$ cat config.mk
export PLATFORM = sky130hd
export DESIGN_NAME = div_sequencer
export DESIGN_NICKNAME = d
export VERILOG_FILES = /design/src/rtl/div_pkg.sv /design/src/rtl/div_step.sv /design/src/rtl/div_sequencer.sv
export SDC_FILE = /design/constraint.sdc
export NUM_CORES = 1
export LEC_CHECK = 0
export CORE_AREA = 2 2 185 187
export CTS_BUF_LIST = sky130_fd_sc_hd__clkbuf_8
export CTS_CLUSTER_SIZE = 20
export DETAILED_ROUTE_END_ITERATION = 10
export DIE_AREA = 0 0 187 189
export PLACE_DENSITY = 0.7
export RECOVER_POWER = 100
export SYNTH_ARGS = -nofsm -noshare
export SYNTH_HDL_FRONTEND = slang
export SYNTH_HIERARCHICAL = 1
export SYNTH_SLANG_ARGS = --single-unit
$ cat constraint.sdc
create_clock -name clk -period 3.4 [get_ports clk]
set_clock_uncertainty 0.2 [all_clocks]
set_input_delay 0.68 -clock clk [delete_from_list [all_inputs] [get_ports clk]]
set_output_delay 0.68 -clock clk [all_outputs]
set_load 0.005 [all_outputs]
$ cat src/rtl/div_pkg.sv
// ============================================================================
// Module      : div_pkg
// Description : Shared types and constants for the iterative divide sequencer.
// Revision    : 1.0 - initial release
// ============================================================================
`default_nettype none

package div_pkg;

    localparam int          DIV_WIDTH  = 32;
    localparam int          DIV_CNT_W  = 6;
    localparam logic [31:0] DIV_ZERO_Q = 32'hFFFF_FFFF;

    typedef enum logic [1:0] {
        IDLE = 2'd0,
        BUSY = 2'd1,
        FIX  = 2'd2,
        DONE = 2'd3
    } div_state_t;

endpackage

`default_nettype wire

$ cat src/rtl/div_step.sv
// ============================================================================
// Module      : div_step
// Description : One combinational restoring-division iteration (one quotient bit).
// Revision    : 1.0 - initial release
// ============================================================================
`default_nettype none

module div_step
    import div_pkg::*;
#(
    parameter int WIDTH = DIV_WIDTH
) (
    input  logic [WIDTH-1:0] rem_i,
    input  logic             dvd_msb_i,
    input  logic [WIDTH-1:0] divisor_i,
    output logic [WIDTH-1:0] rem_o,
    output logic             q_o
);

    // One extra bit so a shifted remainder of 2^WIDTH or more still compares correctly.
    logic [WIDTH:0] w_shifted;

    always_comb begin
        w_shifted = {rem_i, dvd_msb_i};
        q_o       = (w_shifted >= {1'b0, divisor_i});
        rem_o     = q_o ? WIDTH'(w_shifted - {1'b0, divisor_i}) : w_shifted[WIDTH-1:0];
    end

endmodule

`default_nettype wire

$ cat src/rtl/div_sequencer.sv
// ============================================================================
// Module      : div_sequencer
// Description : Multi-cycle restoring radix-2 DIV/DIVU controller for the E stage.
//               Optional macro DIV_SEQ_EARLY_OUT_EN skips iterations when the
//               quotient is trivially zero or the divisor is zero.
// Revision    : 1.0 - initial release
// ============================================================================
`default_nettype none

module div_sequencer
    import div_pkg::*;
#(
    parameter int WIDTH = DIV_WIDTH,
    parameter int CNT_W = DIV_CNT_W
) (
    input  logic             clk,
    input  logic             rst,
    input  logic             start_i,
    input  logic             signed_i,
    input  logic [WIDTH-1:0] a_i,
    input  logic [WIDTH-1:0] b_i,
    input  logic             cancel_i,
    output logic             stall_o,
    output logic             done_o,
    output logic [WIDTH-1:0] hi_o,
    output logic [WIDTH-1:0] lo_o,
    output logic             div_zero_o
);

    div_state_t       state_q, state_d;
    logic [CNT_W-1:0] cnt_q, cnt_d;
    logic [WIDTH-1:0] rem_q, rem_d;
    logic [WIDTH-1:0] dvd_q, dvd_d;
    logic [WIDTH-1:0] bmag_q, bmag_d;
    logic [WIDTH-1:0] aorig_q, aorig_d;
    logic [WIDTH-1:0] hi_q, hi_d;
    logic [WIDTH-1:0] lo_q, lo_d;
    logic             qneg_q, qneg_d;
    logic             rneg_q, rneg_d;
    logic             bzero_q, bzero_d;
    logic             dz_q, dz_d;

    logic [WIDTH-1:0] w_amag, w_bmag, w_step_rem;
    logic             w_step_q, w_early;

    assign w_amag = (signed_i && a_i[WIDTH-1]) ? -a_i : a_i;
    assign w_bmag = (signed_i && b_i[WIDTH-1]) ? -b_i : b_i;

`ifdef DIV_SEQ_EARLY_OUT_EN
    assign w_early = (b_i == '0) || (w_amag < w_bmag);
`else
    assign w_early = 1'b0;
`endif

    div_step #(.WIDTH(WIDTH)) u_step (
        .rem_i     (rem_q),
        .dvd_msb_i (dvd_q[WIDTH-1]),
        .divisor_i (bmag_q),
        .rem_o     (w_step_rem),
        .q_o       (w_step_q)
    );

    always_comb begin
        state_d = state_q;
        cnt_d   = cnt_q;
        rem_d   = rem_q;
        dvd_d   = dvd_q;
        bmag_d  = bmag_q;
        aorig_d = aorig_q;
        hi_d    = hi_q;
        lo_d    = lo_q;
        qneg_d  = qneg_q;
        rneg_d  = rneg_q;
        bzero_d = bzero_q;
        dz_d    = dz_q;

        case (state_q)
            IDLE: begin
                if (start_i) begin
                    bmag_d  = w_bmag;
                    aorig_d = a_i;
                    qneg_d  = signed_i & (a_i[WIDTH-1] ^ b_i[WIDTH-1]);
                    rneg_d  = signed_i & a_i[WIDTH-1];
                    bzero_d = (b_i == '0);
                    cnt_d   = '0;
                    if (w_early) begin
                        // Quotient is zero: the remainder is the dividend magnitude.
                        rem_d   = w_amag;
                        dvd_d   = '0;
                        state_d = FIX;
                    end else begin
                        rem_d   = '0;
                        dvd_d   = w_amag;
                        state_d = BUSY;
                    end
                end
            end
            BUSY: begin
                if (cancel_i) begin
                    state_d = IDLE;
                end else begin
                    rem_d = w_step_rem;
                    dvd_d = {dvd_q[WIDTH-2:0], w_step_q};
                    cnt_d = cnt_q + CNT_W'(1);
                    if (cnt_q == CNT_W'(WIDTH-1)) begin
                        state_d = FIX;
                    end
                end
            end
            FIX: begin
                if (cancel_i) begin
                    state_d = IDLE;
                end else begin
                    if (bzero_q) begin
                        lo_d = '1;
                        hi_d = aorig_q;
                    end else begin
                        lo_d = qneg_q ? -dvd_q : dvd_q;
                        hi_d = rneg_q ? -rem_q : rem_q;
                    end
                    dz_d    = bzero_q;
                    state_d = DONE;
                end
            end
            DONE: begin
                state_d = IDLE;
            end
            default: begin
                state_d = IDLE;
            end
        endcase
    end

    always_ff @(posedge clk) begin
        if (!rst) begin
            state_q <= IDLE;
            cnt_q   <= '0;
            rem_q   <= '0;
            dvd_q   <= '0;
            bmag_q  <= '0;
            aorig_q <= '0;
            hi_q    <= '0;
            lo_q    <= '0;
            qneg_q  <= 1'b0;
            rneg_q  <= 1'b0;
            bzero_q <= 1'b0;
            dz_q    <= 1'b0;
        end else begin
            state_q <= state_d;
            cnt_q   <= cnt_d;
            rem_q   <= rem_d;
            dvd_q   <= dvd_d;
            bmag_q  <= bmag_d;
            aorig_q <= aorig_d;
            hi_q    <= hi_d;
            lo_q    <= lo_d;
            qneg_q  <= qneg_d;
            rneg_q  <= rneg_d;
            bzero_q <= bzero_d;
            dz_q    <= dz_d;
        end
    end

    // DONE does not stall so the divide instruction retires with its HI/LO write.
    assign stall_o    = ((state_q == IDLE) && start_i) || (state_q == BUSY) || (state_q == FIX);
    assign done_o     = (state_q == DONE);
    assign hi_o       = hi_q;
    assign lo_o       = lo_q;
    assign div_zero_o = dz_q;

endmodule

`default_nettype wire

==> run summary, run 1 <==
Sum Neg Setup Slack - 0 ns
Fin. max-slew vios - 0
Relative slew slack - 23.9%
Layout cell share with drive strength beyond 1 - 12.4%
Endpoint with the worst hold slack - aorig_q[8]$_SDFFE_PN0P_
Layout overhead on the synthesized area - 22.3%
Slowest cell on the critical path - sky130_fd_sc_hd__nor4b_4
DR vias - 13400
Wire length of the first global-routing pass - 67.1 mm
Actual slew at the worst max-slew pin - 1.14 ns
Origin of the critical flop-to-flop path - bmag_q[7]$_SDFFE_PN0P_
Number of antenna-violating nets in the routed design - 0
Post-layout instance count excluding filler cells - 2308
Element type at the critical path start - register
Count of buffer and inverter cells on the critical path - 1
Number of buffers between clock root and the deepest sink - 3
Highest routed layer - met4
Core Region - 0.0333 mm^2
Total routed wire length on the met1 layer - 18.4 mm
Combined flip-flop and latch cell area - 0.00408 mm^2
Async set-or-reset flop fraction in the synthesized netlist - 0%
Leakage Power - 0.00635 uW
CP Launch Point - bmag_q[7]$_SDFFE_PN0P_
CP peak stage delay - 0.40 ns
Critical path class - register to register
Total global routing track utilization - 22.9%
EDFF count, synth - 0
Clk root buf - sky130_fd_sc_hd__clkbuf_8
Die area - 0.0353 mm^2
Required time of the worst setup path - 3.67 ns
WL/cell - 18.1 um
Number of maximum-capacitance constraint violations - 0
Detailed Route Iter0 Violations - 1176
Arrival @ worst endpoint - 3.59 ns
Half-perimeter wire length after placement - 30.2 mm
Crit. End Element - register
Final global-route overflow total - 0
Most common library cell in the layout ignoring fill and taps - sky130_fd_sc_hd__dfxtp_1
Cell area power density - 419 mW/mm^2
Post-Syn Area - 0.0131 mm^2
Synthesized area divided by synthesized cell count - 7.79 um^2
Total detailed-routing wirelength - 41.9 mm
Initial standard-cell utilization of the core - 39.4%
Count of cells along the worst hold path - 2
Synth Instances - 1683
Routed vias/inst - 5.82
Area of combinational cells with multiple inputs - 0.00831 mm^2
Final routed DRC violation total - 0
# diodes - 0
Number of buffers created by CTS - 38
# IOs - 136
Largest driver fanout on the critical path - 4
CTS tree - done
Top cells by area, synth - sky130_fd_sc_hd__dfxtp_1 (31%), sky130_fd_sc_hd__a21oi_1 (7.6%), sky130_fd_sc_hd__nand2_1 (5.2%)
Number of antenna violations at the first check in global routing - 0
Clock latency reported for the late side of the worst-skew pair - 0.55 ns
Slack of the critical path - 0.0789 ns
Endpoint of the lowest-slack register-to-register path - rem_q[31]$_SDFFE_PN0P_
Placed Cells - 2243
Area share of the leading cell type in the synthesized netlist - 31.1%
Count of synthesis-stage warnings from yosys - 6
# clock sinks - 204
Highest-count cells in the layout ignoring fill and taps - sky130_fd_sc_hd__dfxtp_1 (204), sky130_fd_sc_hd__a21oi_1 (198), sky130_fd_sc_hd__nand2_1 (181)
Worst ir drop on vdd - 0.230 mV
Number of global-route vias before repair - 12700
Shortest clock period the worst path allows after layout - 3.32 ns
Final weighted congestion in routability-driven placement - 0.901
Number of levels in the clock H-tree - 2
Maximum operating frequency - 301 MHz
Floorplan die width - 187 um
Total power - 6710 uW
Post-synth net total - 1790
Outcome - finished clean
DR WL met2 - 19.4 mm
FP Rows - 67
Routed wl met3 - 2.90 mm
Hold violation count in the final report - 0
Fill count - 3259
Post-route fraction of the period consumed by the critical path - 97.7%
Cell breakdown of the critical path - inv_1 -> ha_1 -> a21oi_2 -> a211oi_1 -> or3_4 -> nor4b_4 -> and2b_1 -> a31o_2 -> and3_1 -> o41ai_2 -> nand3_1 -> a21oi_1
Die H - 189 um
R2r worst-path depth - 12
RSZ-0062 raised after global routing - yes
Leading register cell type out of synthesis - sky130_fd_sc_hd__dfxtp_1
Proportion of synthesized chip area in sequential cells - 31.1%
Yosys reg bits - 204
Total of endpoints with negative setup slack in the final report - 0
Library cells used by synthesis - 86
Buffers on Ports - 135
Hold Path Class - register to register
Flop-to-flop setup slack - 0.08 ns
Delay-heaviest family, CP - simple AND/OR/NAND/NOR gates
Detailed-routing iteration count for the pre-antenna-repair pass - 7
Pin count of the biggest net entering global routing - 91
Net count of the finished layout - 1944
Pre-CTS setup slack - 0.0991 ns
Post-synthesis cell type with the largest combined area - sky130_fd_sc_hd__dfxtp_1
Launch instance of the worst min-delay path - aorig_q[8]$_SDFFE_PN0P_
Clock edge transition at the registers on the reported setup and hold paths - 0.06 ns
## area by class of cell
| type | instances | share of cell area (%) |
|---|---|---|
| clock buffer | 47 | 4.03 |
| clock inverter | 16 | 0.468 |
| multi-input combinational | 1295 | 51.8 |
| sequential | 204 | 25.5 |
| timing repair buffer | 236 | 13.3 |
| tap | 448 | 3.49 |
| inverter | 62 | 1.46 |
## timing repair
action,in CTS,in global routing
setup endpoints to repair,0,2
buffers inserted,0,2
gates resized for setup,0,5
hold buffers,0,0
## cells by family after synthesis
logic type | count (synthesis) | share of synthesized area, %
simple gates | 567 | 22.5
xor+xnor | 120 | 8.02
compound gates | 524 | 25.1
flops | 204 | 31.1
mux | 46 | 4.05
fa+ha+maj | 38 | 3.68
buf+inv | 184 | 5.56
## tightest hold or removal path: stages (launching register included)
cell	delay, ns
sky130_fd_sc_hd__dfxtp_1	0.31
sky130_fd_sc_hd__nand2_1	0.05
sky130_fd_sc_hd__a21oi_1	0.05
## where the power goes
part | leakage, uW | switching (uW) | internal (uW)
clock | 0.000409 | 1070 | 1240
combinational | 0.00427 | 1030 | 663
sequential | 0.00166 | 160 | 2560
## cell usage after synthesis, drive strengths merged, types with 5 or more instances
| cell | instances |
|---|---|
| mux2i | 17 |
| nor2b | 10 |
| ha | 37 |
| and2 | 5 |
| nand4 | 28 |
| o21a | 7 |
| mux2 | 29 |
| nor2 | 101 |
| nor4 | 32 |
| a21o | 11 |
| o211ai | 22 |
| nand3 | 75 |
| a221oi | 9 |
| nor3b | 5 |
| a31o | 5 |
| dfxtp | 204 |
| nand2b | 12 |
| o31a | 7 |
| clkbuf | 102 |
| buf | 20 |
| a211oi | 11 |
| inv | 61 |
| o221ai | 8 |
| nand2 | 184 |
| or3 | 19 |
| o41ai | 25 |
| and3 | 25 |
| a21oi | 201 |
| o31ai | 25 |
| o22ai | 19 |
| nor3 | 33 |
| o21ai | 111 |
| o21bai | 6 |
| or4 | 17 |
| a31oi | 20 |
| xnor2 | 45 |
| xor2 | 75 |
| o311ai | 5 |
## per-layer routing
layer | GRT usage (%) | vias to the layer above
li1 | - | 6469
met1 | 30.3 | 6346
met2 | 38.3 | 537
met3 | 3.65 | 75
met4 | 7.54 | 0
met5 | 0 | -
## worst max path at each step
stage                                         to  slack, ns  cells past startpoint
after CTS                 rem_q[30]$_SDFFE_PN0P_       0.07                     14
final                     rem_q[31]$_SDFFE_PN0P_       0.08                     12
after global placement    rem_q[30]$_SDFFE_PN0P_       0.13                     14
after global routing      rem_q[31]$_SDFFE_PN0P_      -0.05                     12
after floorplan           rem_q[25]$_SDFFE_PN0P_       0.16                     14
after detailed placement  rem_q[30]$_SDFFE_PN0P_        0.1                     14
## flip-flops by register name (all words and copies together), names as in the netlist
name        cells
lo_o           32
bzero_q         1
cnt_q           6
state_q         2
rem_q          32
div_zero_o      1
bmag_q         32
hi_o           32
rneg_q          1
qneg_q          1
dvd_q          32
aorig_q        32
## metrics by stage
stage / instance area, um^2 / utilization [%] / hold slack (ns)
2_1_floorplan: 13100 / - / 0.232
3_3_place_gp: 15400 / 46.2 / 0.241
3_5_place_dp: 15400 / 46.2 / 0.250
4_1_cts: 16100 / 48.3 / 0.259
5_1_grt: 16000 / 48.2 / 0.282
6_report: 16000 / 48.2 / 0.257
Note: power is estimated with default switching activity, not from simulation.
==> run 2: changes to the inputs <==
CORE_AREA = 2 2 140 245   (was 2 2 185 187)
DIE_AREA = 0 0 142 247   (was 0 0 187 189)
PLACE_DENSITY = 0.68   (was 0.7)
clock period = 3.5 ns   (was 3.4 ns; I/O delays follow)
==> run 2 against run 1 <==
Net effect:
- the flow now finishes with violations (capacitance limit, slew limit)
- critical path type unchanged
- fmax is 2.2% lower
- global-route usage increased by 1.1 points
- power shrank 7.1%
- critical endpoint is now rem_q[21]$_SDFFE_PN0P_
==> run summary, run 2 (synthesized netlist as in run 1, its figures left out) <==
Slack of the critical path - 0.104 ns (+0.0253 ns)
FP Rows - 89 (+33%)
# clock sinks - 204 (unchanged)
CTS Hold Buffers Added - 0 (unchanged)
Wire length of the first global-routing pass - 67.8 mm (+1.0%)
Layout overhead on the synthesized area - 20.7%
Maximum operating frequency - 294 MHz (-2.2%)
Final routed DRC violation total - 0 (unchanged)
Number of global-route vias before repair - 13000 (+2.4%)
Layout cell share with drive strength beyond 1 - 11.7% (-0.71 points)
Number of maximum-capacitance constraint violations - 1 (+1)
Routed vias/inst - 5.83 (+0.27%)
Placed Cells - 2211 (-1.4%)
Required time of the worst setup path - 3.73 ns (+0.06 ns)
DR vias - 13200 (-1.3%)
Highest-count cells in the layout ignoring fill and taps - sky130_fd_sc_hd__dfxtp_1 (203), sky130_fd_sc_hd__a21oi_1 (200), sky130_fd_sc_hd__nand2_1 (181)
Element type at the critical path start - register
Fin. max-slew vios - 22 (+22)
Number of levels in the clock H-tree - 2 (unchanged)
Shortest clock period the worst path allows after layout - 3.40 ns (+0.0747 ns)
# IOs - 136 (unchanged)
Number of antenna-violating nets in the routed design - 0 (unchanged)
Total power - 6240 uW (-7.1%)
Pin count of the biggest net entering global routing - 62 (-32%)
Final global-route overflow total - 0 (unchanged)
Number of antenna violations at the first check in global routing - 1 (+1)
Cell Area, Placed - 0.0153 mm^2 (-0.22%)
Relative slew slack - -7.98% (-32 points)
Die area - 0.0351 mm^2 (-0.76%)
Leakage Power - 0.00633 uW (-0.31%)
Clock latency reported for the late side of the worst-skew pair - 0.56 ns (about the same)
Post-route fraction of the period consumed by the critical path - 97.0% (-0.66 points)
Worst ir drop on vdd - 0.251 mV (+9.0%)
Clk root buf - sky130_fd_sc_hd__clkbuf_8
Clock edge transition at the registers on the reported setup and hold paths - 0.06 ns (about the same)
Total detailed-routing wirelength - 43.1 mm (+3.0%)
Total of endpoints with negative setup slack in the final report - 0 (unchanged)
Half-perimeter wire length after placement - 32.4 mm (+7.3%)
Net count of the finished layout - 1947 (+0.15%)
Initial standard-cell utilization of the core - 39.4% (about the same)
Floorplan die width - 142 um (-24%)
Critical path class - register to register
Post-layout instance count excluding filler cells - 2271 (-1.6%)
Number of buffers between clock root and the deepest sink - 3 (unchanged)
Number of buffers created by CTS - 34 (-11%)
Buffers on Ports - 135 (unchanged)
Detailed-routing iteration count for the pre-antenna-repair pass - 5 (-2)
Outcome - finished with violations
Post-route standard cell area excluding fillers - 0.0158 mm^2 (-1.3%)
Hold Path Class - register to register
Core Region - 0.0333 mm^2 (about the same)
Cell area power density - 394 mW/mm^2 (-5.8%)
Total global routing track utilization - 24.0% (+1.1 points)
Most common library cell in the layout ignoring fill and taps - sky130_fd_sc_hd__dfxtp_1
Largest driver fanout on the critical path - 9 (+5)
Hold violation count in the final report - 0 (unchanged)
Arrival @ worst endpoint - 3.62 ns (+0.03 ns)
Final Core Density - 47.5% (-0.66 points)
WL/cell - 19.0 um (+4.7%)
Actual slew at the worst max-slew pin - 1.61 ns (+0.472 ns)
Failing checks - capacitance limit, slew limit
CTS tree - done
Pre-CTS setup slack - 0.148 ns (+0.0485 ns)
Detailed Route Iter0 Violations - 634 (-46%)
Crit. End Element - register
Final weighted congestion in routability-driven placement - 0.938 (+4.1%)
Die H - 247 um (+31%)
-- run 2: cell count changes in the layout (fill, tap and decap cells not counted), moves of 2 or more --
cell and delta:
sky130_fd_sc_hd__mux2_4 -5, sky130_fd_sc_hd__clkbuf_8 -11, sky130_fd_sc_hd__buf_4 +12, sky130_fd_sc_hd__inv_1 +5
sky130_fd_sc_hd__buf_12 -5, sky130_fd_sc_hd__a21oi_1 +2, sky130_fd_sc_hd__mux2_1 +5
-- run 2: cell type report --
class                   instances  area, um^2
clock inverters                21        95.1
inverters                      62         234
diodes                          1        2.50
repair buffers                243        2130
clock buffers                  36         495
multi-input cells            1295        8280
flip-flops and latches        204        4090
fillers                      3315       17500
well taps                     409         512
-- run 2: report_power, final --
group | total, uW | switching, uW | leakage [uW] | internal [uW]
Clock | 1970 | 1020 | 0.000355 | 951
Combinational | 1640 | 1000 | 0.00431 | 634
Sequential | 2630 | 151 | 0.00167 | 2480
-- run 2: what timing repair did --
item,4_1_cts,5_1_grt
buffers inserted,0,2
resized for setup,0,3
endpoints found under the setup margin,0,2
-- run 2: metrics by stage --
| step | setup TNS, ns | hold WS [ns] |
|---|---|---|
| global placement | 0 | 0.239 |
| detailed placement | 0 | 0.247 |
| finish | 0 | 0.255 |
| floorplan | 0 | 0.232 |
| global route | -0.000558 | 0.278 |
| CTS | 0 | 0.256 |
-- run 2: path summary, 6_finish.rpt --
kind / endpoint / from / depth (start not counted) / slack [ns]
worst max register to register: rem_q[21]$_SDFFE_PN0P_ / bmag_q[7]$_SDFFE_PN0P_ / 14 / 0.10
worst min register to register: aorig_q[12]$_SDFFE_PN0P_ / aorig_q[12]$_SDFFE_PN0P_ / 2 / 0.26
worst max-delay path: rem_q[21]$_SDFFE_PN0P_ / bmag_q[7]$_SDFFE_PN0P_ / 14 / 0.10
worst min-delay path: aorig_q[12]$_SDFFE_PN0P_ / aorig_q[12]$_SDFFE_PN0P_ / 2 / 0.26
-- run 2: metal layers --
metal | wire, um | track usage (%) | vias to the layer above | share of wire [%]
met1 | 16400 | 24.9 | 6278 | 38
li1 | - | - | 6447 | -
met2 | 22700 | 46.1 | 392 | 53
met3 | 1570 | 2.30 | 130 | 3.6
met5 | 0 | 0 | - | 0
met4 | 2470 | 13.9 | 0 | 5.7
-- run 2: worst max-delay path, cell delays in order (launching register included) --
cell	delay [ns]
sky130_fd_sc_hd__dfxtp_1	0.32
sky130_fd_sc_hd__inv_1	0.05
sky130_fd_sc_hd__ha_1	0.35
sky130_fd_sc_hd__a21oi_2	0.21
sky130_fd_sc_hd__a211oi_1	0.10
sky130_fd_sc_hd__or3_4	0.40
sky130_fd_sc_hd__nor4b_4	0.46
sky130_fd_sc_hd__o21ai_2	0.14
sky130_fd_sc_hd__a31oi_4	0.19
sky130_fd_sc_hd__o21a_4	0.15
sky130_fd_sc_hd__inv_1	0.06
sky130_fd_sc_hd__buf_4	0.19
sky130_fd_sc_hd__mux2_1	0.33
sky130_fd_sc_hd__nand3_1	0.08
sky130_fd_sc_hd__a21oi_1	0.07
